File: config.mk
export PLATFORM = sky130hd
export DESIGN_NAME = uart_tx_arbiter
export DESIGN_NICKNAME = d
export VERILOG_FILES = /design/src/rtl/uart_arb_pkg.sv /design/src/rtl/uart_tx_arbiter_rr_pick.sv /design/src/rtl/uart_tx_arbiter.sv
export SDC_FILE = /design/constraint.sdc
export NUM_CORES = 1
export LEC_CHECK = 0
export CELL_PAD_IN_SITES_DETAIL_PLACEMENT = 0
export CELL_PAD_IN_SITES_GLOBAL_PLACEMENT = 2
export CORE_MARGIN = 2
export CORE_UTILIZATION = 33
export CTS_CLUSTER_SIZE = 30
export DETAILED_ROUTE_END_ITERATION = 12
export GPL_TIMING_DRIVEN = 0
export PLACE_DENSITY_LB_ADDON = 0.1
export SLEW_MARGIN = 20
export SYNTH_ARGS = -nofsm -noshare
export SYNTH_HDL_FRONTEND = slang
export SYNTH_SLANG_ARGS = --single-unit
export TNS_END_PERCENT = 5
File: constraint.sdc
create_clock -name clk -period 2.6 [get_ports clk]
set_input_delay 0.26 -clock clk [delete_from_list [all_inputs] [get_ports clk]]
set_output_delay 0.26 -clock clk [all_outputs]
set_load 0.005 [all_outputs]
File: src/rtl/uart_arb_pkg.sv
// Shared types for the UART TX arbiter.
// Optional byte statistics: define UART_TX_ARB_STATS_EN.
package uart_arb_pkg;

  localparam int BYTE_W     = 8;
  localparam int WORD_BYTES = 4;

  typedef enum logic [2:0] {
    S_IDLE      = 3'd0,
    S_START     = 3'd1,
    S_WAIT_ACK  = 3'd2,
    S_WAIT_DONE = 3'd3,
    S_GAP       = 3'd4
  } state_e;

  typedef struct packed {
    logic [BYTE_W*WORD_BYTES-1:0] data;
    logic [1:0]                   len;
  } tx_req_t;

  function automatic logic [BYTE_W-1:0] byte_of(
    input logic [BYTE_W*WORD_BYTES-1:0] data,
    input logic [1:0]                   idx
  );
    return data[{idx, 3'b000} +: BYTE_W];
  endfunction

endpackage

File: src/rtl/uart_tx_arbiter_rr_pick.sv
// Two-way round-robin pick: ties go to the
// requester that was not served last.
module uart_rr_pick (
  input  logic valid0,
  input  logic valid1,
  input  logic last,
  output logic grant,
  output logic any
);

  assign any   = valid0 | valid1;
  assign grant = (valid0 & valid1) ? ~last : valid1;

endmodule

File: src/rtl/uart_tx_arbiter.sv
// Two-requester word arbiter feeding a byte UART.
// Define UART_TX_ARB_STATS_EN for byte counters.
import uart_arb_pkg::*;

module uart_tx_arbiter #(
  parameter int GAP_CYCLES = 16,
  parameter int BUSY_WAIT  = 8
) (
  input  logic        clk,
  input  logic        Rst_n,
  input  logic        req0_valid,
  input  logic [31:0] req0_data,
  input  logic [1:0]  req0_len,
  output logic        req0_ready,
  input  logic        req1_valid,
  input  logic [31:0] req1_data,
  input  logic [1:0]  req1_len,
  output logic        req1_ready,
  output logic        tx_start,
  output logic [7:0]  tx_data,
  input  logic        tx_busy,
  output logic        owner,
`ifdef UART_TX_ARB_STATS_EN
  output logic [31:0] bytes0,
  output logic [31:0] bytes1,
`endif
  output logic        active
);

  localparam int GW = $clog2(GAP_CYCLES + 1);
  localparam int WW = $clog2(BUSY_WAIT + 1);

  state_e        state;
  tx_req_t       req;
  logic [1:0]    idx;
  logic [GW-1:0] gcnt;
  logic [WW-1:0] wcnt;
  logic          last;
  logic          grant;
  logic          any;
  logic          byte_done;
  logic          last_byte;
  logic          wait_out;

  uart_rr_pick u_pick (
    .valid0 (req0_valid),
    .valid1 (req1_valid),
    .last   (last),
    .grant  (grant),
    .any    (any)
  );

  assign wait_out  = (wcnt == WW'(BUSY_WAIT - 1));
  assign last_byte = (idx == req.len);

  // A missing busy acknowledge still retires the byte.
  assign byte_done = !tx_busy &&
    ((state == S_WAIT_ACK && wait_out) ||
     state == S_WAIT_DONE);

  always_ff @(posedge clk or negedge Rst_n) begin
    if (!Rst_n) begin
      state      <= S_IDLE;
      req        <= '0;
      idx        <= '0;
      gcnt       <= '0;
      wcnt       <= '0;
      last       <= 1'b1;
      owner      <= 1'b0;
      active     <= 1'b0;
      tx_start   <= 1'b0;
      tx_data    <= '0;
      req0_ready <= 1'b0;
      req1_ready <= 1'b0;
    end else begin
      req0_ready <= 1'b0;
      req1_ready <= 1'b0;
      tx_start   <= 1'b0;
      unique case (state)
        S_IDLE: begin
          if (any && !tx_busy) begin
            req <= grant ?
              {req1_data, req1_len} :
              {req0_data, req0_len};
            owner      <= grant;
            active     <= 1'b1;
            idx        <= '0;
            req0_ready <= ~grant;
            req1_ready <= grant;
            state      <= S_START;
          end
        end
        S_START: begin
          tx_start <= 1'b1;
          tx_data  <= byte_of(req.data, idx);
          wcnt     <= '0;
          state    <= S_WAIT_ACK;
        end
        S_WAIT_ACK: begin
          if (tx_busy) state <= S_WAIT_DONE;
          else         wcnt  <= wcnt + 1'b1;
        end
        S_WAIT_DONE: ;
        S_GAP: begin
          if (gcnt == GW'(GAP_CYCLES - 1))
            state <= S_START;
          else
            gcnt <= gcnt + 1'b1;
        end
        default: state <= S_IDLE;
      endcase
      if (byte_done) begin
        if (last_byte) begin
          state  <= S_IDLE;
          active <= 1'b0;
          last   <= owner;
        end else begin
          state <= S_GAP;
          gcnt  <= '0;
          idx   <= idx + 1'b1;
        end
      end
    end
  end

`ifdef UART_TX_ARB_STATS_EN
  always_ff @(posedge clk or negedge Rst_n) begin
    if (!Rst_n) begin
      bytes0 <= '0;
      bytes1 <= '0;
    end else if (byte_done) begin
      if (owner) bytes1 <= bytes1 + 1'b1;
      else       bytes0 <= bytes0 + 1'b1;
    end
  end
`endif

endmodule

# Yosys cells after proc, flatten, opt, wreduce, memory -nomap -nowiden
# Cells that the tools add are included.
[word_totals]
input_bits = 73
word_cells = 71
ff_bits = 62
out_inout_bits = 13
[classes]
n_reduce_logical = 11
n_mux = 27
eq_ne = 12
bitwise = 4
addsub = 3
shift = 1
[op_table]
columns = ["op", "count"]
rows = [
  ["34-bit two-way mux", 1],
  ["32-bit by 6-bit indexed part select with 8-bit output", 1],
  ["5-bit two-way mux", 4],
  ["3-bit two-way mux", 5],
  ["3-bit case mux with 5 select lines", 1],
  ["1-bit two-way mux", 10],
  ["3-bit inequality test, second input constant", 3],
  ["2-bit two-way mux", 4],
  ["4-bit case mux with 2 select lines", 1],
  ["3-bit by 2-bit equality test with 1-bit output, second input constant", 2],
  ["2-bit AND reduction", 3],
  ["5-bit by 1-bit adder with 5-bit output, second input constant", 1],
  ["5-bit by 4-bit equality test with 1-bit output, second input constant", 1],
  ["4-bit by 1-bit adder with 4-bit output, second input constant", 1],
  ["4-bit by 3-bit equality test with 1-bit output, second input constant", 1],
  ["4-bit two-way mux", 1],
  ["2-bit inequality test, second input constant", 2],
  ["4-bit AND reduction", 1],
  ["3-bit by 1-bit equality test with 1-bit output, second input constant", 1],
  ["3-bit equality test, second input constant", 1],
  ["1-bit logical AND", 3],
  ["3-bit logical NOT", 1],
  ["2-bit by 1-bit adder with 2-bit output, second input constant", 1],
  ["2-bit equality test", 1],
  ["other kinds (6)", 7],
]

# Logic depth before layout (Yosys ltp)
[logic_depth]
word_depth = 6
ltp_mapped = 6
ltp_nobuf = 5

# Hierarchy
# From an unflattened synthesis, not the netlist that was laid out.
[unflattened]
hier_cells = 269
area_unflattened_um2 = 3027.9
[by_module_without_submodules]
columns = ["module", "instances", "area_each_um2", "cells_per_inst"]
rows = [
  ["uart_tx_arbiter", 1, 3014.1, 267],
  ["uart_rr_pick", 1, 13.8, 2],
]

# Worst setup path before layout
# No wires, ideal clock.
[synth_timing]
kind = "register -> register"
from = "reg state[2]"
to = "reg last"
path_stages_with_launch = 5
t_required_ns = 2.515
setup_time_ns = 0.085
synth_period_minus_slack_ns = 1.590
setup_slack_ns = 1.010
arrival_time_ns = 1.506
path_cell_list = "dfrtp_1 or3b_4 a21oi_1 and3_1 mux2_1"
[synth_via]
elab_chain_cells = 5
[synth_lines]
columns = ["item", "line_no", "source"]
rows = [
  ["start, declared", "uart_tx_arbiter.sv:33", "state_e state;"],
  ["start signal, assigned", "uart_tx_arbiter.sv:63", "state <= S_IDLE;"],
  ["start signal, assigned", "uart_tx_arbiter.sv:90", "state <= S_START;"],
  ["start signal, assigned", "uart_tx_arbiter.sv:97", "state <= S_WAIT_ACK;"],
  ["3-bit by 2-bit equality test with 1-bit output", "uart_tx_arbiter.sv:58", "((state == S_WAIT_ACK && wait_out) ||"],
  ["1-bit logical AND", "uart_tx_arbiter.sv:58", ""],
  ["1-bit logical OR *", "uart_tx_arbiter.sv:58", ""],
  ["1-bit logical AND *", "uart_tx_arbiter.sv:57", "assign byte_done = !tx_busy &&"],
  ["2-bit AND reduction (no source line) *", "-", ""],
  ["end signal, assigned", "uart_tx_arbiter.sv:116", "last <= owner;"],
  ["end, declared", "uart_tx_arbiter.sv:38", "logic last;"],
]
# Every way passes the cells marked *; elsewhere a longest branch is shown, timed or not.
# A chain may end at the register's enable or synchronous reset.

# Final worst setup path
[layout_timing]
from = "in req1_valid"
to = "reg req[2] (netlist name)"
[layout_via]
elab_chain_cells = 3
[layout_lines]
columns = ["item", "line_no", "source"]
rows = [
  ["start, declared", "uart_tx_arbiter.sv:15", "input logic req1_valid,"],
  ["1-bit AND / 1-bit OR (equally long branches)", "uart_tx_arbiter_rr_pick.sv:12, uart_tx_arbiter_rr_pick.sv:11", ""],
  ["1-bit two-way mux / 1-bit logical AND (equally long branches)", "uart_tx_arbiter_rr_pick.sv:12, uart_tx_arbiter.sv:81", ""],
  ["34-bit two-way mux / 2-bit AND reduction (equally long branches)", "-", ""],
  ["end signal, assigned", "uart_tx_arbiter.sv:82", "req <= grant ?"],
  ["end, declared", "uart_tx_arbiter.sv:34", "tx_req_t req;"],
]
# Parallel ways exist; a longest one is shown, timed or not.

==> impl_metrics.toml <==
[global_routing]
grt_pass1_vias = 2348
grt_max_degree = 35
grt-ovfl-total = 0
grt_antenna_before_repair = 0
grt_pass1_wl_um = 12520
grt_use_total = 0.1645

[clock_network]
cts_setup_buffers = 0
clkTransAtPathRegs_ns = 0.06
clock_path_buffers = 2
cts_resized = 0
numCtsBuffers = 9
cts_tree = "done"
root_buffer = "clkbuf_8"
htree_levels = 3
clkLatencyLatePin_ns = 0.33
cts.sinks = 62

[yosys]
synth_flop_cell = "dfrtp_1"
synth_top_area_frac = 0.4911
ys_types = 39
yosys-top-cells-area = "dfrtp_1 49%, mux2i_1 12%, o21ai_2 6.8%"
ys_seq_area_frac = 0.4996
synth-edff-count = 0
async_flop_share = 1.000
syn_inst = 262
syn_nets = 337
syn_avg_cell_area_um2 = 11.86
synth-seq-cells = 62
yosys.area.top_type = "dfrtp_1"
synth_area_um2 = 3108
ys_warn_count = 0

[sta]
finalCritPeriodShare = 0.7009
worstMarginPinSlew_ns = 0.6965
finClkSkew_ns = 0.006885
worst_slack_ns = 0.7777
final_hold_viol_count = 0
max-slew-margin-rel = 0.5357
post-route-min-period_ns = 1.822
fmax_ghz = 0.5488
rsz0062_at_grt = "false"
final-max-slew-violation-count = 0
finalSetupViolCount = 0

[finish]
layout-drive-gt1-share = 0.2033
nFillCells = 924
final_area_um2 = 4312
diodes = 0
area_delta_synth_final_pct = 38.73
nets = 435
postLayoutCoreUtil = 0.4688

[placed_design]
port_buffers = 85
post-dp-hpwl_um = 5554
gp_congestion = 0.7170
placed_area_um2 = 4115
place_ws_ns = 0.3977

[die]
die_area_um2 = 10210
num_rows = 35
coreArea_um2 = 9196
die_w_um = 101.0
fp.dieH_um = 101.0
io_pins = 86
initial_core_util = 0.3380

[worst_setup_path]
crit_path_max_fanout = 10
path_common_cell = "buf_2"
path_class = "in -> reg"
worstSetupStartpointType = "primary input"
critPathCaptureType = "flip-flop"
required_ns = 2.81
cp_cell_sequence = "clkdlybuf4s50_1 -> a21boi_0 -> buf_2 -> buf_2 -> mux2i_1 -> o21ai_2"
setup.worst_path.start = "req1_valid"
slowest_delay_ns = 0.47
reg2reg_from = "state[0]$_DFFE_PN0P_"
crit_arrival_ns = 2.04
cp_slowest_cell = "clkdlybuf4s50_1"
path_buf_inv = 3
critPathTopFamily = "buffers and inverters"

[power]
netSwitchingPower_mw = 1.338
comb_power_share = 0.395
p_int_mw = 2.697
leakage_nw = 1.935
p_seq_frac = 0.407
power_mw = 4.035
clkPwrFrac = 0.198
ir_drop_mv = 0.2558
switching_share = 0.3316
power.density_nw_per_um2 = 935.9

[routing]
wl_um = 7753
vias = 2287
drc = 0
ant_nets = 0
via_per_inst = 4.815
drt_first_iter_violations = 39
dr.pass1.iters = 4
wl_per_cell_um = 16.32

[hold_path]
hold_class = "in -> async"

[job]
maxCapViolCount = 0

[status]
status = "completed"
[placed cells by master, fill, tap and decap left out, types with 3 or more instances in the layout]
cell type / count
clkdlybuf4s50_1: 84
dfrtp_1: 61
nand2_1: 39
mux2i_1: 37
o21ai_2: 24
clkbuf_8: 13
nor2_1: 11
o21ai_1: 10
mux4_2: 8
mux2_2: 8
inv_1: 7
buf_6: 7
buf_2: 6
nor3_1: 4
clkbuf_1: 4
a21oi_1: 3
xor2_1: 3
o21ai_0: 3
[worst paths after layout]
path / end / slack [ns] / cells after the start
max in group asynchronous: req[2]$_DFFE_PN0P_ / 1.69 / 3
min: gcnt[2]$_DFF_PN0_ / 0.39 / 2
min in group clk: req[5]$_DFFE_PN0P_ / 0.47 / 2
max reg2reg: tx_data[6]$_DFFE_PN0P_ / 0.78 / 4
min reg2reg: req[5]$_DFFE_PN0P_ / 0.47 / 2
max: req[2]$_DFFE_PN0P_ / 0.78 / 6
[cells in the mapped netlist (all sizes together) (3+ instances only)]
cell and number:
mux4 8, nor2 11, a21oi 4, mux2i 37
o21ai 37, buf 13, xor2 3, dfrtp 61
inv 7, mux2 9, nand2 40, nor3 4
[final cells by class]
| cell class | instances | area, um2 | share of cell area |
|---|---|---|---|
| plain buffers | 15 | 116.4 | 0.02699 |
| clock buffers | 15 | 186.4 | 0.04324 |
| inverters | 7 | 26.28 | 0.006094 |
| multi-input cells | 178 | 1413 | 0.3276 |
| flip-flops and latches | 62 | 1553 | 0.3601 |
| well taps | 111 | 138.9 | 0.03221 |
| repair buffers | 87 | 878.3 | 0.2037 |
[per-layer routing]
metal	global-route usage	wire length [um]	vias to the layer above
li1	-	-	1123
met1	0.2199	3553	1095
met2	0.2593	3691	57
met3	0.03398	367	12
met4	0.06965	141	0
met5	0	0	-
[power by group through the flow]
stage	combinational, mW	sequential [mW]	clock, mW
floorplan	1.10	1.59	0
global placement	1.61	1.65	0
detailed placement	1.63	1.66	0
CTS	1.64	1.64	0.820
global route	1.77	1.71	0.867
finish	1.59	1.64	0.798
[logic make-up (layout without fill, tap and decap cells)]
group | count (synthesis) | after routing | synth area share
AOI/OAI and AO/OA | 50 | 50 | 0.1244
xor gates and xnor gates | 5 | 5 | 0.01409
adders and majority gates | 2 | 2 | 0.008050
buffers and inverters | 22 | 124 | 0.04590
DFF | 62 | 62 | 0.4996
muxes | 54 | 54 | 0.2097
and+or+nand+nor | 67 | 67 | 0.09823
[registers in the layout, indices dropped and copies added, names as in the netlist]
register and cells:
req1_ready 1, wcnt 4, gcnt 5, req0_ready 1
owner 1, last 1, tx_start 1, idx 2
req 34, active 1, state 3, tx_data 8
[per-stage QoR]
stage               setup TNS (ns)  std cells  hold WS, ns
floorplan                        0        262     -0.03559
global placement            -56.74        458       0.4599
detailed placement               0        459       0.2133
CTS                              0        475       0.4091
global route                     0        475       0.4467
finish                           0        475       0.3941
[repair_timing]
action                                  in CTS  in global routing
endpoints found under the setup margin       0                  0
endpoints found under the hold margin       27                  0
hold buffers                                 1                  0
No activity file was read; power rests on OpenSTA's default activity.
